## src/rtl/riscv_div_pkg.sv

```systemverilog
`default_nettype none
// ============================================================================
// Module      : riscv_div_pkg
// Description : Shared op-field layout, FSM encoding and legal configuration
//               values for the iterative RISC-V divider.
// Revision    : 1.0 - initial release
// ============================================================================
package riscv_div_pkg;

   // Bit positions inside the 3-bit {word, rem, unsigned} op field
   localparam int c_op_uns  = 0;
   localparam int c_op_rem  = 1;
   localparam int c_op_word = 2;

   localparam int c_word_w  = 32;

   localparam int c_xlen_32 = 32;
   localparam int c_xlen_64 = 64;
   localparam int c_bpc_1   = 1;
   localparam int c_bpc_2   = 2;

   typedef enum logic [1:0] {
      DIV_IDLE = 2'd0,
      DIV_CALC = 2'd1,
      DIV_FIX  = 2'd2
   } div_state_e;

endpackage : riscv_div_pkg
`default_nettype wire

```

## src/rtl/riscv_div_step.sv

```systemverilog
`default_nettype none
// ============================================================================
// Module      : riscv_div_step
// Description : Combinational BPC-bit restoring shift-subtract divider step.
// Revision    : 1.0 - initial release
// ============================================================================
module riscv_div_step
   import riscv_div_pkg::*;
#(
   parameter int XLEN = 64,
   parameter int BPC  = 1
) (
   input  logic [XLEN-1:0] i_rem,
   input  logic [XLEN-1:0] i_quo,
   input  logic [XLEN-1:0] i_div,
   output logic [XLEN-1:0] o_rem,
   output logic [XLEN-1:0] o_quo
);

   logic [XLEN-1:0] w_rem [0:BPC];
   logic [XLEN-1:0] w_quo [0:BPC];

   assign w_rem[0] = i_rem;
   assign w_quo[0] = i_quo;

   // The partial remainder stays below the divisor, so one extra bit is
   // enough to hold the shifted value and its borrow.
   for (genvar g = 0; g < BPC; g++) begin : g_bit
      logic [XLEN:0] w_shift;
      logic [XLEN:0] w_diff;

      assign w_shift      = {w_rem[g], w_quo[g][XLEN-1]};
      assign w_diff       = w_shift - {1'b0, i_div};
      assign w_rem[g+1]   = w_diff[XLEN] ? w_shift[XLEN-1:0] : w_diff[XLEN-1:0];
      assign w_quo[g+1]   = {w_quo[g][XLEN-2:0], ~w_diff[XLEN]};
   end

   assign o_rem = w_rem[BPC];
   assign o_quo = w_quo[BPC];

endmodule : riscv_div_step
`default_nettype wire

```

## src/rtl/riscv_iter_divider.sv

```systemverilog
`default_nettype none
// ============================================================================
// Module      : riscv_iter_divider
// Description : Iterative RISC-V DIV/DIVU/REM/REMU (+W) unit, BPC bits/cycle.
//               Optional macro RISCV_DIV_EARLY_OUT_EN: divide-by-zero and
//               signed overflow skip the iteration phase.
// Revision    : 1.0 - initial release
// ============================================================================
module riscv_iter_divider
   import riscv_div_pkg::*;
#(
   parameter int XLEN = 64,
   parameter int BPC  = 1
) (
   input  logic            i_riscv_div_clk,
   input  logic            i_riscv_div_rst,
   input  logic            i_riscv_div_start,
   input  logic            i_riscv_div_kill,
   input  logic [2:0]      i_riscv_div_op,
   input  logic [XLEN-1:0] i_riscv_div_rs1data,
   input  logic [XLEN-1:0] i_riscv_div_rs2data,
   output logic            o_riscv_div_busy,
   output logic            o_riscv_div_valid,
   output logic [XLEN-1:0] o_riscv_div_result
);

   localparam logic [1:0] c_st_idle = DIV_IDLE;
   localparam logic [1:0] c_st_calc = DIV_CALC;
   localparam logic [1:0] c_st_fix  = DIV_FIX;

   localparam int c_n_full = XLEN / BPC;
   localparam int c_n_word = c_word_w / BPC;
   localparam int c_cnt_w  = $clog2(c_n_full);

   logic [1:0]         r_state;
   logic [c_cnt_w-1:0] r_cnt;
   logic [c_cnt_w-1:0] r_last;
   logic [XLEN-1:0]    r_rem;
   logic [XLEN-1:0]    r_quo;
   logic [XLEN-1:0]    r_div;
   logic [XLEN-1:0]    r_a;
   logic               r_qneg;
   logic               r_rneg;
   logic               r_rem_op;
   logic               r_word;
   logic               r_dz;
   logic               r_ovf;
   logic               r_valid;
   logic [XLEN-1:0]    r_result;

   logic               w_word;
   logic               w_uns;
   logic [XLEN-1:0]    w_rs1_x;
   logic [XLEN-1:0]    w_rs2_x;
   logic               w_s1;
   logic               w_s2;
   logic [XLEN-1:0]    w_a_mag;
   logic [XLEN-1:0]    w_b_mag;
   logic [XLEN-1:0]    w_min_in;
   logic               w_dz;
   logic               w_ovf;
   logic [XLEN-1:0]    w_rem_nxt;
   logic [XLEN-1:0]    w_quo_nxt;
   logic [XLEN-1:0]    w_q_val;
   logic [XLEN-1:0]    w_r_val;
   logic [XLEN-1:0]    w_pre;
   logic [XLEN-1:0]    w_final;

   assign w_word = (XLEN == c_xlen_64) && i_riscv_div_op[c_op_word];
   assign w_uns  = i_riscv_div_op[c_op_uns];

   generate
      if (XLEN == c_xlen_64) begin : g_xlen64
         assign w_rs1_x = w_word ? {{(XLEN-c_word_w){~w_uns & i_riscv_div_rs1data[c_word_w-1]}},
                                    i_riscv_div_rs1data[c_word_w-1:0]}
                                 : i_riscv_div_rs1data;
         assign w_rs2_x = w_word ? {{(XLEN-c_word_w){~w_uns & i_riscv_div_rs2data[c_word_w-1]}},
                                    i_riscv_div_rs2data[c_word_w-1:0]}
                                 : i_riscv_div_rs2data;
         assign w_final = r_word ? {{(XLEN-c_word_w){w_pre[c_word_w-1]}}, w_pre[c_word_w-1:0]}
                                 : w_pre;
      end else begin : g_xlen32
         assign w_rs1_x = i_riscv_div_rs1data;
         assign w_rs2_x = i_riscv_div_rs2data;
         assign w_final = w_pre;
      end
   endgenerate

   // After word extension the sign always sits in the top bit
   assign w_s1    = ~w_uns & w_rs1_x[XLEN-1];
   assign w_s2    = ~w_uns & w_rs2_x[XLEN-1];
   assign w_a_mag = w_s1 ? -w_rs1_x : w_rs1_x;
   assign w_b_mag = w_s2 ? -w_rs2_x : w_rs2_x;

   assign w_min_in = w_word ? (XLEN'(1) << (c_word_w - 1)) : (XLEN'(1) << (XLEN - 1));
   assign w_dz     = (w_rs2_x == '0);
   assign w_ovf    = w_s1 & (w_a_mag == w_min_in) & (&w_rs2_x);

   riscv_div_step #(
      .XLEN (XLEN),
      .BPC  (BPC)
   ) u_step (
      .i_rem (r_rem),
      .i_quo (r_quo),
      .i_div (r_div),
      .o_rem (w_rem_nxt),
      .o_quo (w_quo_nxt)
   );

   always_comb begin
      w_q_val = r_qneg ? -r_quo : r_quo;
      w_r_val = r_rneg ? -r_rem : r_rem;
      if (r_dz) begin
         w_q_val = '1;
         w_r_val = r_rneg ? -r_a : r_a;
      end else if (r_ovf) begin
         w_q_val = r_word ? (XLEN'(1) << (c_word_w - 1)) : (XLEN'(1) << (XLEN - 1));
         w_r_val = '0;
      end
      w_pre = r_rem_op ? w_r_val : w_q_val;
   end

   always_ff @(posedge i_riscv_div_clk) begin
      if (!i_riscv_div_rst) begin
         r_state  <= c_st_idle;
         r_cnt    <= '0;
         r_last   <= '0;
         r_rem    <= '0;
         r_quo    <= '0;
         r_div    <= '0;
         r_a      <= '0;
         r_qneg   <= 1'b0;
         r_rneg   <= 1'b0;
         r_rem_op <= 1'b0;
         r_word   <= 1'b0;
         r_dz     <= 1'b0;
         r_ovf    <= 1'b0;
         r_valid  <= 1'b0;
         r_result <= '0;
      end else begin
         r_valid <= 1'b0;
         if (i_riscv_div_kill) begin
            r_state <= c_st_idle;
            r_cnt   <= '0;
         end else begin
            case (r_state)
               c_st_idle: begin
                  if (i_riscv_div_start) begin
                     r_rem    <= '0;
                     // Word dividends are pre-shifted so 32 steps consume them
                     r_quo    <= w_word ? (w_a_mag << c_word_w) : w_a_mag;
                     r_div    <= w_b_mag;
                     r_a      <= w_a_mag;
                     r_qneg   <= w_s1 ^ w_s2;
                     r_rneg   <= w_s1;
                     r_rem_op <= i_riscv_div_op[c_op_rem];
                     r_word   <= w_word;
                     r_dz     <= w_dz;
                     r_ovf    <= w_ovf;
                     r_cnt    <= '0;
                     r_last   <= w_word ? c_cnt_w'(c_n_word - 1) : c_cnt_w'(c_n_full - 1);
`ifdef RISCV_DIV_EARLY_OUT_EN
                     r_state  <= (w_dz | w_ovf) ? c_st_fix : c_st_calc;
`else
                     r_state  <= c_st_calc;
`endif
                  end
               end
               c_st_calc: begin
                  r_rem <= w_rem_nxt;
                  r_quo <= w_quo_nxt;
                  if (r_cnt == r_last) begin
                     r_state <= c_st_fix;
                     r_cnt   <= '0;
                  end else begin
                     r_cnt <= r_cnt + c_cnt_w'(1);
                  end
               end
               c_st_fix: begin
                  r_state  <= c_st_idle;
                  r_valid  <= 1'b1;
                  r_result <= w_final;
               end
               default: r_state <= c_st_idle;
            endcase
         end
      end
   end

   assign o_riscv_div_busy   = (r_state != c_st_idle);
   assign o_riscv_div_valid  = r_valid;
   assign o_riscv_div_result = r_result;

endmodule : riscv_iter_divider
`default_nettype wire
```

## config.mk

```make
export PLATFORM = sky130hd
export DESIGN_NAME = riscv_iter_divider
export DESIGN_NICKNAME = d
export VERILOG_FILES = /design/src/rtl/riscv_div_pkg.sv /design/src/rtl/riscv_div_step.sv /design/src/rtl/riscv_iter_divider.sv
export SDC_FILE = /design/constraint.sdc
export NUM_CORES = 1
export LEC_CHECK = 0
export ABC_AREA = 1
export BUFFER_PORTS_ARGS = -buffer_cell sky130_fd_sc_hd__buf_2
export CAP_MARGIN = 5
export CELL_PAD_IN_SITES_DETAIL_PLACEMENT = 0
export CELL_PAD_IN_SITES_GLOBAL_PLACEMENT = 1
export CORE_ASPECT_RATIO = 1.75
export CORE_MARGIN = 2
export CORE_UTILIZATION = 42
export DETAILED_ROUTE_END_ITERATION = 16
export GPL_TIMING_DRIVEN = 0
export PLACE_DENSITY = 0.84
export SYNTH_ARGS = -nofsm -noshare
export SYNTH_HDL_FRONTEND = slang
export SYNTH_SLANG_ARGS = --single-unit
```

## constraint.sdc

```tcl
create_clock -name i_riscv_div_clk -period 8.26 [get_ports i_riscv_div_clk]
set_input_delay 1.652 -clock i_riscv_div_clk [delete_from_list [all_inputs] [get_ports i_riscv_div_clk]]
set_output_delay 1.652 -clock i_riscv_div_clk [all_outputs]
set_load 0.03 [all_outputs]
```

# [Word-level counts from Yosys, hierarchy flattened]
# Cells that the tools add are included.
[classes] bitwise_logic=11 n_eq_ne=6 mux=29 n_reduce_logical=11 n_addsub=7
[op_table] op="2-to-1 mux 64 bit" n=19
[op_table] op="negation 64 bit" n=5
[op_table] op="case mux 64 bit (2 select lines)" n=2
[op_table] op="subtractor 65 x 64 -> 65 bit" n=1
[op_table] op="== test 64 bit" n=1
[op_table] op="logical NOT 64 bit" n=1
[op_table] op="AND reduction 64 bit" n=1
[op_table] op="2-to-1 mux 6 bit" n=3
[op_table] op="case mux 6 bit (2 select lines)" n=1
[op_table] op="adder 6 x 1 -> 6 bit, second input constant" n=1
[op_table] op="bitwise AND 1 bit" n=6
[op_table] op="== test 6 bit" n=1
[op_table] op="AND reduction 2 bit" n=3
[op_table] op="AND reduction 3 bit" n=2
[op_table] op="2-to-1 mux 2 bit" n=2
[op_table] op="!= test 2 bit, second input constant" n=2
[op_table] op="inverter 1 bit" n=4
[op_table] op="case mux 2 bit (2 select lines)" n=1
[op_table] op="nonzero test 2 bit" n=2
[op_table] op="== test 2 x 1 -> 1 bit, second input constant" n=1
[op_table] op="== test 2 bit, second input constant" n=1
[op_table] op="logical NOT 2 bit" n=1
[op_table] op="OR reduction 2 bit" n=1
[op_table] op="2-to-1 mux 1 bit" n=1
[op_table] op="XOR 1 bit" n=1
[word_totals] inputBits=135 elab_cells=79 ff_bits=341

# [Depth between registers and ports, before layout]
[depth] ltp_word=8 mapped_depth=23 mapped_depth_nobuf=22

# [Cells and area by module]
# From an unflattened synthesis, not the netlist that was laid out.
[unflattened] cells_unflattened=5967 hier_area_um2=32740.2
[by_module_without_submodules] mod="riscv_iter_divider" instances=1 cells_each=4290 area_per_inst_um2=25011.5
[by_module_without_submodules] mod="riscv_div_step" instances=1 cells_each=1677 area_per_inst_um2=7728.7

# [Least setup slack after synthesis]
# Ideal clock, no wire load.
[synth_timing] path_kind="input to register" startpoint="input i_riscv_div_rs1data[1]" endpoint="register r_ovf" arrival_ns=3.800 path_buffers=0 setup_time_ns=0.070 setup_slack_ns=4.390 t_required_ns=8.190 path_stages=22 cell_sequence="inv_1 nand3_1 nor2_1 nand2_1 nor2_1 nor2_1 xor2_1 ha_1 nand2_1 inv_1 nand2_1 nor2_1 nand3_1 nor2_1 nand3_1 nor2_1 nand2_1 nor2_1 nand3_1 nor2_1 nand3_1 a21oi_1"
[synth_between] elab_chain_len=6
[synth_rtl] element="from (decl)" line="riscv_iter_divider.sv:20" source="input logic [XLEN-1:0] i_riscv_div_rs1data,"
[synth_rtl] element="2-to-1 mux 64 bit" line="riscv_iter_divider.sv:74" source="assign w_rs1_x = w_word ? {{(XLEN-c_word_w){~w_uns & i_riscv_div_rs1data[c_word_w-1]}},"
[synth_rtl] element="negation 64 bit" line="riscv_iter_divider.sv:92" source="assign w_a_mag = w_s1 ? -w_rs1_x : w_rs1_x;"
[synth_rtl] element="2-to-1 mux 64 bit" line="riscv_iter_divider.sv:92"
[synth_rtl] element="named net w_a_mag[31]" line="riscv_iter_divider.sv:57" source="logic [XLEN-1:0] w_a_mag;"
[synth_rtl] element="== test 64 bit" line="riscv_iter_divider.sv:97" source="assign w_ovf = w_s1 & (w_a_mag == w_min_in) & (&w_rs2_x);"
[synth_rtl] element="bitwise AND 1 bit (2 in a row)" line="riscv_iter_divider.sv:97"
[synth_rtl] element="to (signal assigned)" line="riscv_iter_divider.sv:159" source="r_ovf <= w_ovf;"
[synth_rtl] element="to (decl)" line="riscv_iter_divider.sv:47" source="logic r_ovf;"
# The timed path passes the listed nets, and every way through them passes these cells.
# A chain may end at the register's enable or synchronous reset.

# [Worst setup path in the final report]
[layout_timing] startpoint="input i_riscv_div_rs1data[0]" endpoint="register r_ovf"
# The elaborated chain is that of the path after synthesis.

==> impl_metrics.ini <==
[status]
outcome = finished with violations
violations = max-capacitance violations, max-slew violations

[detailed_routing]
route.detailed.drc = 0
final_antenna_net_count = 0
drt_wl_total_um = 179000
drt_iter0_markers = 3993
vias_per_cell = 5.92
wire_per_inst_um = 27.3
vias = 38767
firstDrtPassIters = 9

[sta]
slew_headroom_pct = -2.99
period_needed_ns = 5.03
worstMarginPinSlew_ns = 1.54
rsz0062_at_grt = false
worst_clock_skew_ns = 0.0189
hold_viol = 0
drv_slew = 4
whs_ns = 0.469
worst_slack_ns = 3.23
fin_setup_tns_ns = 0
post-route-period-util_pct = 60.9
max_freq_ghz = 0.199
setup_viol = 0

[placement]
gp_congestion = 1.17
hpwl_um = 146000
numPortBuffers = 199
pre_cts_ws_ns = 2.82
dp_cells = 6483

[clocking]
cts.repair.resized = 0
cts_hold_buf = 0
h-tree-depth = 2
clkLatencyLatePin_ns = 0.60
cts_tree = done
cts.sinks = 337
clockBufferDepth = 3
post-cts-setup-buffer-count = 0
cts_inserted_buffers = 38
clk_pin_slew_ns = 0.07
cts_root_buffer = clkbuf_16

[floorplanning]
dieHeight_um = 360
ioPinCount = 201
dieArea_um2 = 74500
placementRows = 130
die_w_um = 207
initial_core_util_pct = 42.3
design.core.area_um2 = 71700

[power_and_ir_drop]
p_clk_share_pct = 34.7
p_switching_mw = 2.14
max-vdd-ir-drop_v = 0.000161
p_leak_nw = 16.4
intPower_mw = 3.12
pwr-share-comb_pct = 31.6
p_per_area_nw_per_um2 = 156
p_seq_share_pct = 33.8
switching_share_pct = 40.7

[synth]
synth_seq_cells = 337
synthTopCellsByArea = dfxtp_1 22%, nand2_1 17%, nor2_1 8.6%, inv_1 8.3%, a21oi_1 7.8%
syn_area_um2 = 30300
yosysWarnings = 0
synth-main-ff-cell = dfxtp_1
avgSynthCellArea_um2 = 5.66
synth_cell_types = 62
yosysTopAreaCellShare_pct = 22.2
synth_top_cell_by_area = dfxtp_1
ys_seq_area_share_pct = 22.2
synth_common_cells = 1377 x nand2_1, 694 x nor2_1, 672 x inv_1
synthCells = 5357
synth_nets = 5565
synth_edf_count = 0
yosysMostFrequentCell = nand2_1
synthArstFlopShare_pct = 0

[grt]
grt_pass1_vias = 37114
grt_first_pass_wirelength_um = 250000
antenna_found_initial = 7
grt_max_degree = 15
track_usage_pct = 46.0
grt-ovfl-total = 0

[worst_setup_path]
crit_type = input pin to flip-flop
start_kind = input pin
endpoint_kind = flip-flop
crit_path_max_fanout = 5
r2r_cells = 8
cp.arrival_ns = 5.56
worst_ep_required_time_ns = 8.79

[flow_run]
max_cap_viol_count = 3

[finish]
layout-area-overhead-vs-synth_pct = 11.5
fin_cells = 6554
num-nets-final = 5808
post-route-util_pct = 47.2
drive_gt1_share_pct = 7.20

[worst_hold_path]
min_path_cells = 2
hold_class = flip-flop to flip-flop
==> worst max-delay path, stage by stage <==
cell,delay [ns]
buf_2,0.18
inv_1,0.21
nand3_1,0.16
nor2_1,0.29
nand2_1,0.18
nor2_1,0.41
nor2_1,0.10
xor2_1,0.38
ha_1,0.31
nand2_1,0.12
inv_1,0.07
nand2_1,0.05
nor2_1,0.10
nand3_1,0.12
nor2_1,0.20
nand3_1,0.19
nor2_1,0.14
nand2_1,0.07
nor2_1,0.09
nand3_1,0.08
nor2_1,0.10
nand3_1,0.18
a21oi_1,0.18
==> final timing paths <==
| kind | from | endpoint | slack, ns |
|---|---|---|---|
| setup / recovery | i_riscv_div_rs1data[0] | r_ovf | 3.23 |
| hold / removal | o_riscv_div_result[17] | o_riscv_div_result[17] | 0.47 |
| hold reg to reg | o_riscv_div_result[17] | o_riscv_div_result[17] | 0.47 |
| setup reg to reg | r_rneg | o_riscv_div_result[27] | 4.05 |
==> sequential cells by signal (all words and copies together) (netlist names) <==
register and cells:
r_ovf 1, r_rem 64, r_last 2, o_riscv_div_result 64, r_a 64, r_qneg 1
r_rneg 1, r_rem_op 1, r_div 64, r_dz 1, r_quo 64, r_word 1
r_state 2, o_riscv_div_valid 1, r_cnt 6
==> stage by stage <==
step	area (µm²)	power, mW
CTS	33800	5.17
finish	33800	5.26
detailed placement	32500	3.38
global route	33800	5.40
floorplan	30300	2.71
global placement	32500	3.37
==> logic make-up (layout without fill, tap and decap cells) <==
logic type                 Yosys count  count (layout)  synth area share (%)
AOI/OAI and AO/OA                 1078            1078                  19.5
xor gates and xnor gates           139             139                  4.04
adders and majority gates           73              73                  3.03
buffers and inverters              895            1166                  11.6
DFF                                337             337                  22.2
other                                0               2                     0
and+or+nand+nor                   2835            2835                  39.6
==> power by group through the flow <==
stage | Combinational [mW] | Clock, mW | Sequential, mW
after global routing | 1.75 | 1.88 | 1.78
after floorplan | 0.939 | 0 | 1.77
after CTS | 1.58 | 1.81 | 1.77
after global placement | 1.57 | 0 | 1.81
final | 1.66 | 1.82 | 1.78
after detailed placement | 1.57 | 0 | 1.81
==> layout make-up <==
type	count	area [µm²]
fillers	8221	37900
multi-input cells	4125	20100
flip-flops and latches	337	6750
inverters	688	2580
well taps	924	1160
clock buffers	52	1120
repair buffers	203	1040
plain buffers	207	928
clock inverters	16	154
diodes	2	5.00
==> layer usage <==
layer / up-vias / wire, µm / share of wire (%) / track usage, %
met4: 8 / 24200 / 14 / 51.0
li1: 18062 / - / - / -
met2: 1978 / 81700 / 46 / 76.2
met3: 751 / 13400 / 7.5 / 8.69
met1: 17968 / 59500 / 33 / 46.1
met5: - / 53 / 0.030 / 0
==> placed cells by master, fill, tap and decap left out, types with 5 or more instances in the layout <==
| cell type | instances |
|---|---|
| clkbuf_1 | 146 |
| clkbuf_8 | 10 |
| nor4_1 | 37 |
| or2_2 | 10 |
| ha_1 | 72 |
| nand2_1 | 1377 |
| o21bai_1 | 5 |
| nand3_1 | 471 |
| o21a_1 | 20 |
| clkinv_2 | 7 |
| nor2_2 | 22 |
| o21ai_1 | 22 |
| nor2_1 | 694 |
| clkbuf_16 | 39 |
| buf_6 | 13 |
| a31oi_1 | 23 |
| o221ai_1 | 9 |
| buf_1 | 16 |
| a221oi_1 | 21 |
| dfxtp_1 | 337 |
| nor2_4 | 5 |
| o31ai_1 | 8 |
| buf_2 | 230 |
| nand3_2 | 10 |
| o22ai_1 | 25 |
| o211ai_1 | 36 |
| inv_2 | 13 |
| nor3_1 | 55 |
| nand2_2 | 13 |
| o2111ai_1 | 11 |
| xor2_1 | 81 |
| nand3b_1 | 32 |
| nand4_1 | 97 |
| inv_1 | 672 |
| o21ai_0 | 392 |
| buf_4 | 6 |
| xnor2_1 | 56 |
| a21oi_1 | 475 |
(Power assumes the default switching activity.)
